File: src/rtl/decoder_scan.sv
// Registered one-hot decoder with an auto-scanning mode: in scan mode the
// asserted output walks through all N positions, dwelling DWELL+1 cycles each.

module decoder_scan_lane #(
  parameter int SEL_W = 5,
  parameter int LANE  = 0
) (
  input  logic [SEL_W-1:0] sel,
  input  logic             en,
  output logic             hit
);
  localparam logic [SEL_W-1:0] LANE_IDX = SEL_W'(LANE);

  assign hit = en && (sel == LANE_IDX);
endmodule

module decoder_scan #(
  parameter int SEL_W   = 5,
  parameter int DWELL_W = 16
) (
  input  logic                  CLK,
  input  logic                  RESET,
  input  logic                  EN,
  input  logic                  MODE,
  input  logic [SEL_W-1:0]      IN,
  input  logic                  LOAD,
  input  logic [DWELL_W-1:0]    DWELL,
  output logic [2**SEL_W-1:0]   OUT,
  output logic [SEL_W-1:0]      IDX,
  output logic                  WRAP
);
  localparam int               N       = 2**SEL_W;
  localparam logic [SEL_W-1:0] IDX_MAX = SEL_W'(N - 1);

  typedef enum logic {S_DEC, S_SCAN} state_e;

  state_e               state_q, state_d;
  logic [SEL_W-1:0]     idx_q, idx_d;
  logic [DWELL_W-1:0]   cnt_q, cnt_d;
  logic                 wrap_q, wrap_d;
  logic [N-1:0]         out_q, out_d;
  logic                 out_en;

  // OUT is always decoded from the next index, so it can only ever be
  // zero or the single bit matching IDX.
  always_comb begin
    state_d = state_q;
    idx_d   = idx_q;
    cnt_d   = cnt_q;
    wrap_d  = 1'b0;
    out_en  = 1'b0;
    case (state_q)
      S_DEC: begin
        cnt_d = '0;
        if (MODE) begin
          state_d = S_SCAN;
          out_en  = 1'b1;
        end else if (EN) begin
          idx_d  = IN;
          out_en = 1'b1;
        end
      end
      S_SCAN: begin
        if (!MODE) begin
          state_d = S_DEC;
          cnt_d   = '0;
          if (EN) begin
            idx_d  = IN;
            out_en = 1'b1;
          end
        end else if (LOAD) begin
          idx_d  = IN;
          cnt_d  = '0;
          out_en = 1'b1;
        end else if (EN) begin
          out_en = 1'b1;
          // Live DWELL compare: lowering it below the count forces an advance.
          if (cnt_q >= DWELL) begin
            cnt_d  = '0;
            idx_d  = idx_q + SEL_W'(1);
            wrap_d = (idx_q == IDX_MAX);
          end else begin
            cnt_d = cnt_q + DWELL_W'(1);
          end
        end else begin
          out_en = 1'b1;
        end
      end
      default: begin
        state_d = S_DEC;
        cnt_d   = '0;
      end
    endcase
  end

  for (genvar i = 0; i < N; i++) begin : g_lane
    decoder_scan_lane #(.SEL_W(SEL_W), .LANE(i)) u_lane (
      .sel (idx_d),
      .en  (out_en),
      .hit (out_d[i])
    );
  end

  always_ff @(posedge CLK) begin
    if (RESET) begin
      state_q <= S_DEC;
      idx_q   <= '0;
      cnt_q   <= '0;
      wrap_q  <= 1'b0;
      out_q   <= '0;
    end else begin
      state_q <= state_d;
      idx_q   <= idx_d;
      cnt_q   <= cnt_d;
      wrap_q  <= wrap_d;
      out_q   <= out_d;
    end
  end

  assign OUT  = out_q;
  assign IDX  = idx_q;
  assign WRAP = wrap_q;
endmodule
File: config.mk
export PLATFORM = sky130hd
export DESIGN_NAME = decoder_scan
export DESIGN_NICKNAME = d
export VERILOG_FILES = /design/src/rtl/decoder_scan.sv
export SDC_FILE = /design/constraint.sdc
export NUM_CORES = 1
export LEC_CHECK = 0
export ABC_AREA = 1
export CORE_ASPECT_RATIO = 0.8
export CORE_MARGIN = 2
export CORE_UTILIZATION = 40
export CTS_CLUSTER_DIAMETER = 50
export DETAILED_ROUTE_END_ITERATION = 16
export HOLD_SLACK_MARGIN = 0.1
export PLACE_DENSITY = 0.69
export SYNTH_ARGS = -nofsm -noshare
export SYNTH_HDL_FRONTEND = slang
export SYNTH_SLANG_ARGS = --single-unit
File: constraint.sdc
create_clock -name CLK -period 1.87 [get_ports CLK]
set_input_delay 0.2805 -clock CLK [delete_from_list [all_inputs] [get_ports CLK]]
set_output_delay 0.2805 -clock CLK [all_outputs]
set_load 0.05 [all_outputs]
==> flow_summary.ini <==
[floorplan]
boundaryPins = 64
dieArea_um2 = 7572
rows = 27
die_w_um = 96.79
core_um2 = 6790
fp.dieH_um = 78.23
start_util_pct = 40.57

[synth]
ys_top_cells_by_area = dfxtp_1 (40%), nand2_1 (9.5%), ha_1 (8.6%), inv_1 (7.1%), nor2_1 (4.9%)
netlist_instances = 367
syn_nets = 412
synth_top_area_share_pct = 39.96
yosysMostFrequentCell = nand2_1
syn_avg_cell_area_um2 = 7.507
synth_seq_area_share_pct = 39.96
synth_edf_count = 0
netlist.top_cell.by_area = dfxtp_1
ys_warn_count = 0
synth_ff_type = dfxtp_1
ys_seq_elements = 55
async_flop_share_pct = 0
synth_cell_types = 34
synth_area_um2 = 2755
yosys-top-cells-count = nand2_1 (70), dfxtp_1 (55), inv_1 (52)

[global_route]
grt_pass1_wl_mm = 12.23
grt-ovfl-total = 0
track_usage_pct = 19.79
grt_pass1_vias = 2682
antenna_found_initial = 0
grt_start_max_net_pins = 19

[cts]
cts_made_buffers = 5
insertion_delay_ps = 320
cts_max_path_buffers = 2
cts_tree = done
cts.sinks = 55
htreeDepth = 2
path_clk_slew_ps = 100
cts_root_buf = clkbuf_8

[hold_path]
hp-class = register to register
holdCritStartpoint = cnt_q[4]
hold_path_depth = 2

[placement]
globalplace.congestion = 0.8348
hpwlAfterDp_mm = 5.365
place_inst = 553
numPortBuffers = 63

[worst_setup_path]
cp-start-kind = input pin
crit_fanout = 7
r2r_start = cnt_q[7]
path_class = input pin to register
critical_path_required_ps = 2120
reg2regPathDepth = 17
worst_ep_arrival_time_ps = 2470
crit_start = DWELL[10]
crit_path_end_kind = register

[route]
dr_wl_met2_mm = 4.017
drt_wl_total_mm = 8.085
met1_length_mm = 3.572
drc_errors = 0
wl_met3_um = 341
vias = 2833
routed.top_layer = met4
antenna_left = 0
drtIter0Drc = 164
routed_via_density = 4.979
wl_per_cell_um = 14.21
first_pass_iters = 4

[pwr]
ir_worst_vdd_mv = 0.3843
p_leak_uw = 0.001849
power_density_nw_per_um2 = 552.0

[cells_and_area]
layout-drive-gt1-share_pct = 39.42
num_antenna_cells = 0
nets = 527
stdcell_count = 569
fillers = 549
area_growth_pct = 64.31

[timing]
post-route-period-util_pct = 118.6
finalCriticalPeriod_ps = 2219
skew_ps = 10.48
worst_slew_pin_slew_ps = 530.4
setup_ws_ps = -348.6
rsz0062_at_grt = yes
timing.setup.tns_ps = -10940
finalSetupViolCount = 48
relSlewSlack_pct = 64.53
final_hold_viol_count = 0
max_freq_ghz = 0.4507
drv_slew = 0

[outcome]
status = complete, but fails checks
violations = setup timing

[flow_run]
maxCapViolations = 0
## area by class of cell
cell class | count | area, um2 | share of cell area [%]
flip-flops and latches | 55 | 1121 | 24.77
repair buffers | 115 | 1041 | 23.00
multi-input cells | 249 | 1944 | 42.95
clock inverters | 1 | 7.507 | 0.1658
clock buffers | 6 | 93.84 | 2.073
well taps | 87 | 108.9 | 2.405
inverters | 56 | 210.2 | 4.643
## repair_timing
item,4_1_cts,5_1_grt
setup endpoints to repair,53,53
resized for setup,76,60
pin swaps,42,39
buffers inserted,4,6
hold buffers,0,0
## critical path: stages
cell             delay (ps)
clkdlybuf4s50_1         460
inv_1                    40
ha_1                    260
nand2_1                  50
inv_2                    60
nand2_2                  40
a21oi_2                 180
nor2_4                   90
nand2_8                 130
nand2_2                  70
nand3_2                 100
nand3_4                 100
nand2_4                 110
nand2_8                  70
nor2_4                  220
nand2_2                  90
nor2_1                  110
## worst paths after layout
kind	to	slack [ps]
worst max-delay path	OUT[3]	-350
worst min-delay path	cnt_q[4]	530
worst max register to register	OUT[3]	-310
worst min register to register	cnt_q[4]	530
## layer usage
metal	track usage (%)	vias up
li1	-	1416
met1	25.00	1333
met2	34.24	72
met3	3.206	12
met4	7.465	0
met5	0	-
## logic make-up after synthesis
kind of cell,count (synthesis),synth area share [%]
flops,55,39.96
buf+inv,63,9.400
fa+ha+maj,19,8.629
simple gates,176,30.29
xor+xnor,3,0.9539
compound gates,51,10.76
## registers in the layout (all words and copies together) (netlist names)
signal	cells
WRAP	1
state_q	1
IDX	5
OUT	32
cnt_q	16
## metrics by stage
step           instance area [um2]  utilization [%]  power (uW)  hold WS [ps]  worst slack (ps)
4_1_cts                       4200            61.86        2437         530.2            -254.6
2_1_floorplan                 2776                -        1484         405.4             2.326
5_1_grt                       4527            66.67        2596         558.8            -441.0
3_5_place_dp                  3800            55.96        1668         512.5            -775.6
3_3_place_gp                  3800            55.96        1657         503.1            -687.4
6_report                      4527            66.67        2499         532.0            -348.6
## where the power goes
| part | switching (uW) | internal (uW) |
|---|---|---|
| Combinational | 339 | 225 |
| Clock | 391 | 338 |
| Sequential | 16.4 | 1190 |
## cell usage in the layout, fill, tap and decap left out, types with 5 or more instances in the layout
| cell type | count |
|---|---|
| nor3_1 | 7 |
| dfxtp_1 | 43 |
| nor2_2 | 6 |
| nor3_2 | 12 |
| nor2_4 | 5 |
| inv_2 | 17 |
| dlygate4sd2_1 | 13 |
| nand2_2 | 19 |
| nand2_1 | 50 |
| inv_1 | 39 |
| dfxtp_2 | 10 |
| nand3_2 | 13 |
| ha_1 | 6 |
| nand2_4 | 12 |
| ha_4 | 12 |
| a21oi_2 | 8 |
| nor2_1 | 31 |
| clkdlybuf4s50_1 | 48 |
| buf_4 | 48 |
| nand3_1 | 7 |
| a21oi_1 | 17 |
| clkbuf_8 | 5 |
| o21ai_0 | 9 |
Note: power is estimated with default switching activity, not from simulation.
